<file path="src/rtl/strip_write_scheduler.sv">
// Routes a frame of pixels into STRIP_COUNT strip RAMs in strip-major order, one registered write per accept.
// Latency: 1 cycle from accept to write strobe. Backpressure: ready only while loading, forced low on frame_start_i.
module strip_write_scheduler #(
  parameter int LED_COUNT   = 240,
  parameter int STRIP_COUNT = 4
) (
  input  logic                   clk_i,
  input  logic                   rst_n_i,
  input  logic                   frame_start_i,
  input  logic                   pixel_valid_i,
  input  logic [7:0]             pixel_r_i,
  input  logic [7:0]             pixel_g_i,
  input  logic [7:0]             pixel_b_i,
  output logic                   pixel_ready_o,
  output logic [7:0]             pixel_r_o,
  output logic [7:0]             pixel_g_o,
  output logic [7:0]             pixel_b_o,
  output logic [8:0]             led_address_o,
  output logic [STRIP_COUNT-1:0] strip_we_o,
  output logic                   frame_busy_o,
  output logic                   frame_done_o,
  output logic                   abort_o,
  input  logic                   clear_abort_i
);

  typedef enum logic [1:0] {IDLE, LOAD, DONE} state_t;

  localparam logic [8:0] LAST_ADDR  = 9'(LED_COUNT - 1);
  localparam logic [2:0] LAST_STRIP = 3'(STRIP_COUNT - 1);

  state_t                 state;
  logic [8:0]             addr;
  logic [2:0]             strip;
  logic                   accept;
  logic                   last_pixel;
  logic [STRIP_COUNT-1:0] strip_onehot;

  // A restart request owns the cycle, so no pixel may slip in alongside it.
  assign pixel_ready_o = (state == LOAD) && !frame_start_i;
  assign accept        = pixel_ready_o && pixel_valid_i;
  assign last_pixel    = (addr == LAST_ADDR) && (strip == LAST_STRIP);

  always_comb begin
    strip_onehot = '0;
    for (int i = 0; i < STRIP_COUNT; i++) begin
      strip_onehot[i] = (strip == 3'(i));
    end
  end

  always_ff @(posedge clk_i or negedge rst_n_i) begin
    if (!rst_n_i) begin
      state         <= IDLE;
      addr          <= '0;
      strip         <= '0;
      pixel_r_o     <= '0;
      pixel_g_o     <= '0;
      pixel_b_o     <= '0;
      led_address_o <= '0;
      strip_we_o    <= '0;
      frame_busy_o  <= 1'b0;
      frame_done_o  <= 1'b0;
      abort_o       <= 1'b0;
    end else begin
      strip_we_o   <= '0;
      frame_done_o <= 1'b0;

      if (accept) begin
        pixel_r_o     <= pixel_r_i;
        pixel_g_o     <= pixel_g_i;
        pixel_b_o     <= pixel_b_i;
        led_address_o <= addr;
        strip_we_o    <= strip_onehot;
      end

      // Setting wins over a simultaneous clear.
      if (state == LOAD && frame_start_i) begin
        abort_o <= 1'b1;
      end else if (clear_abort_i) begin
        abort_o <= 1'b0;
      end

      case (state)
        IDLE: begin
          if (frame_start_i) begin
            state        <= LOAD;
            frame_busy_o <= 1'b1;
            addr         <= '0;
            strip        <= '0;
          end
        end
        LOAD: begin
          if (frame_start_i) begin
            addr  <= '0;
            strip <= '0;
          end else if (accept) begin
            if (last_pixel) begin
              state        <= DONE;
              frame_busy_o <= 1'b0;
              frame_done_o <= 1'b1;
              addr         <= '0;
              strip        <= '0;
            end else if (addr == LAST_ADDR) begin
              addr  <= '0;
              strip <= strip + 3'd1;
            end else begin
              addr <= addr + 9'd1;
            end
          end
        end
        DONE: begin
          if (frame_start_i) begin
            state        <= LOAD;
            frame_busy_o <= 1'b1;
            addr         <= '0;
            strip        <= '0;
          end else begin
            state <= IDLE;
          end
        end
        default: begin
          state        <= IDLE;
          frame_busy_o <= 1'b0;
        end
      endcase
    end
  end

endmodule

</file>
<file path="config.mk">
export PLATFORM = sky130hd
export DESIGN_NAME = strip_write_scheduler
export DESIGN_NICKNAME = d
export VERILOG_FILES = /design/src/rtl/strip_write_scheduler.sv
export SDC_FILE = /design/constraint.sdc
export NUM_CORES = 1
export LEC_CHECK = 0
export ABC_AREA = 1
export BUFFER_PORTS_ARGS = -buffer_cell sky130_fd_sc_hd__buf_2
export CAP_MARGIN = 25
export CORE_MARGIN = 2
export CORE_UTILIZATION = 40
export DETAILED_ROUTE_END_ITERATION = 12
export PLACE_DENSITY = 0.61
export RECOVER_POWER = 50
export SLEW_MARGIN = 20
export SYNTH_ARGS = -nofsm -noshare
export SYNTH_HDL_FRONTEND = slang
export SYNTH_SLANG_ARGS = --single-unit
</file>
<file path="constraint.sdc">
create_clock -name clk_i -period 1.8 [get_ports clk_i]
set_clock_uncertainty 0.1 [all_clocks]
set_input_delay 0.36 -clock clk_i [delete_from_list [all_inputs] [get_ports clk_i]]
set_output_delay 0.36 -clock clk_i [all_outputs]
set_load 0.02 [all_outputs]
</file>
==> out/qor.csv <==
metric;value;unit
Fillers;596;
die area;6620;µm²
final WL;4870;µm
Setup TNS;0;ns
initial drt markers;85;
Psw;1.00;mW
CTS H-Tree Depth;2;
via/cell ratio;4.52;
Max-slew headroom;68.9;%
synthesized area;2390;µm²
Tcrit/Tclk final;89.6;%
Sequential Area;1350;µm²
Max FO, Critical Path;5;
detailed-route wire length per cell;11.3;µm
sequential-to-total area share from yosys stat;56.4;%
Inserted Clock Buffers;5;
CP endpoint kind;flip-flop;
via count of the first global-routing pass;1687;
fin nets;388;
peak supply drop;417;µV
DP HPWL;3630;µm
die span in x;81.4;µm
Switching Fraction;33.9;%
worst endpoint required time;1.90;ns
Multi-input gate area;871;µm²
Remaining Overflow, GRT;0;
Root Buffer;clkbuf_8;
P_int;1.95;mW
die height;81.4;µm
Routed Antenna Nets;0;
Highest Clock Rate;620;MHz
port bufs;69;
clk buf depth;2;
Reg clk slew, reported paths;0.10;ns
first-pass GRT wire length;7670;µm
Clock Power Share;24.0;%
syn avg cell area;8.52;µm²
crit path time final;1.61;ns
post-CTS setup repair buffer count;0;
CP Data Arrival Time;1.72;ns
share of cells above drive strength 1;22.5;%
largest net degree at the start of global routing;39;
CTS tree;done;
CORE AREA;5850;µm²
Final Hold Viols;0;
Flop pwr share;51.2;%
Max-Cap Viols;0;
unrepaired setup endpoints after global routing;no;
Comb pwr share;24.8;%
Startpoint Class;flip-flop;
critical path class;reg2reg;
placed cell area;2840;µm²
initial antenna violation count;0;
Setup Viol. Count Final;0;
Synth Net Count;315;
overall power;2.95;mW
DRC;0;
cells after synthesis;281;
final instance area;2880;µm²
post-synthesis cell type count;27;
actual slew at the worst max-slew pin;0.467;ns
YS warnings;0;
clk sink count;54;
DRT Pass-1 Iters;5;
Initial Utilization;40.9;%
Leak;1.58;nW
overall fraction of global-route tracks in use;15.3;%
Slew Limit Fails;0;
gpl congestion;0.884;
Area Growth Syn to Fin;20.2;%
Power Dens Cells;1030;nW/µm²
Skew-Pair Late Insertion Delay;0.31;ns
#FFs+latches synth;54;
# rows;28;
number of inserted diodes;0;
Non-Filler Instances;430;
Hold Path Class;in2reg;
status;complete, no violations;
placed cells;421;
# IOs;70;
vias after detailed routing;1943;
[state kept, by name, summed over array words and instances (netlist names)]
signal and cells:
pixel_b_o 8, addr 9, strip 3, abort_o 1
frame_done_o 1, led_address_o 9, strip_we_o 4, pixel_g_o 8
state 2, pixel_r_o 8, frame_busy_o 1
[worst max-delay path, cell delays in order, from the launching register on]
cell,delay [ns]
dfrtp_1,0.43
ha_1,0.24
nand3_2,0.14
nor2_1,0.21
nand2_1,0.13
nand2_1,0.10
nand2_1,0.05
nand2_1,0.05
nand2_1,0.05
[what timing repair did]
| action | in CTS | in global routing |
|---|---|---|
| gates resized for setup | 0 | 0 |
| endpoints found under the hold margin | 18 | 0 |
| hold buffers | 1 | 0 |
[power groups by stage]
stage | Clock (mW) | Combinational, mW | Sequential (mW)
2_1_floorplan | 0 | 0.325 | 1.69
3_3_place_gp | 0 | 0.762 | 1.53
3_5_place_dp | 0 | 0.770 | 1.53
4_1_cts | 0.752 | 0.771 | 1.51
5_1_grt | 0.790 | 0.825 | 1.53
6_report | 0.708 | 0.731 | 1.51
[logic make-up after synthesis]
family,after synthesis,share of synthesized area [%]
simple gates,173,30.7
compound gates,16,3.92
fa+ha+maj,5,2.61
buf+inv,33,6.37
flops,54,56.4
[final timing paths]
path                                               from  slack, ns  cells after the start                      endpoint
hold reg to reg            led_address_o[0]$_DFFE_PN0P_       0.38                      2  led_address_o[0]$_DFFE_PN0P_
setup reg to reg                    addr[0]$_DFFE_PN0P_       0.19                      8      frame_busy_o$_DFFE_PN0P_
hold / removal                             pixel_b_i[1]       0.13                      3      pixel_b_o[1]$_DFFE_PN0P_
max in group asynchronous                       rst_n_i       0.38                      3           addr[8]$_DFFE_PN0P_
setup / recovery                    addr[0]$_DFFE_PN0P_       0.19                      8      frame_busy_o$_DFFE_PN0P_
min in group asynchronous                       rst_n_i       0.42                      2      pixel_b_o[7]$_DFFE_PN0P_
[cell usage in the layout, fill, tap and decap left out, drive strengths merged]
cell type / instances
nand3: 9
buf: 53
clkbuf: 25
or2: 1
inv: 26
nor2: 21
nand4: 2
o21a: 1
dfrtp: 54
nand2: 138
ha: 5
clkinvlp: 1
o21ai: 14
nor3: 2
clkinv: 1
dlygate4sd3: 1
a21oi: 1
[final cells by class]
cell class	instances	share of cell area, %
Clock buffer	6	2.87
Clock inverter	2	0.565
Inverter	26	3.83
Multi-Input combinational cell	194	30.3
Sequential cell	54	47.0
Tap cell	75	3.26
Timing Repair Buffer	73	12.3
[cell usage after synthesis]
cell | n | area, µm²
nand2_2 | 4 | 25.0
nor2_4 | 1 | 11.3
buf_6 | 1 | 11.3
nor2_1 | 16 | 60.1
nand4_4 | 1 | 21.3
o21a_1 | 1 | 7.51
o21ai_0 | 13 | 65.1
nand4_1 | 1 | 6.26
nor3_1 | 2 | 10.0
dfrtp_1 | 54 | 1350
inv_6 | 1 | 8.76
nand3_1 | 8 | 40.0
nand2_8 | 1 | 20.0
o21ai_4 | 1 | 16.3
nor2_2 | 4 | 25.0
a21oi_1 | 1 | 5.00
inv_8 | 1 | 11.3
buf_2 | 1 | 5.00
inv_2 | 3 | 11.3
inv_1 | 20 | 75.1
clkbuf_1 | 3 | 11.3
or2_2 | 1 | 6.26
ha_1 | 5 | 62.6
nand2_1 | 133 | 499
nand3_2 | 1 | 10.0
clkinv_1 | 1 | 3.75
buf_4 | 2 | 15.0
[metrics by stage]
stage | utilization (%) | hold WS, ns | worst slack (ns)
floorplan | - | -0.0356 | 0.373
global placement | 48.5 | 0.253 | 0.255
detailed placement | 48.5 | 0.248 | 0.211
CTS | 50.4 | 0.123 | 0.176
global route | 49.2 | 0.135 | 0.0567
finish | 49.2 | 0.134 | 0.187
[routing by layer]
layer,track usage (%),up-vias,part of all wire [%]
met3,3.78,9,7.6
li1,-,1001,-
met4,6.44,0,1.7
met2,25.3,59,45
met1,19.1,874,46
met5,0,-,0
Power figures use the tool's default switching activity.
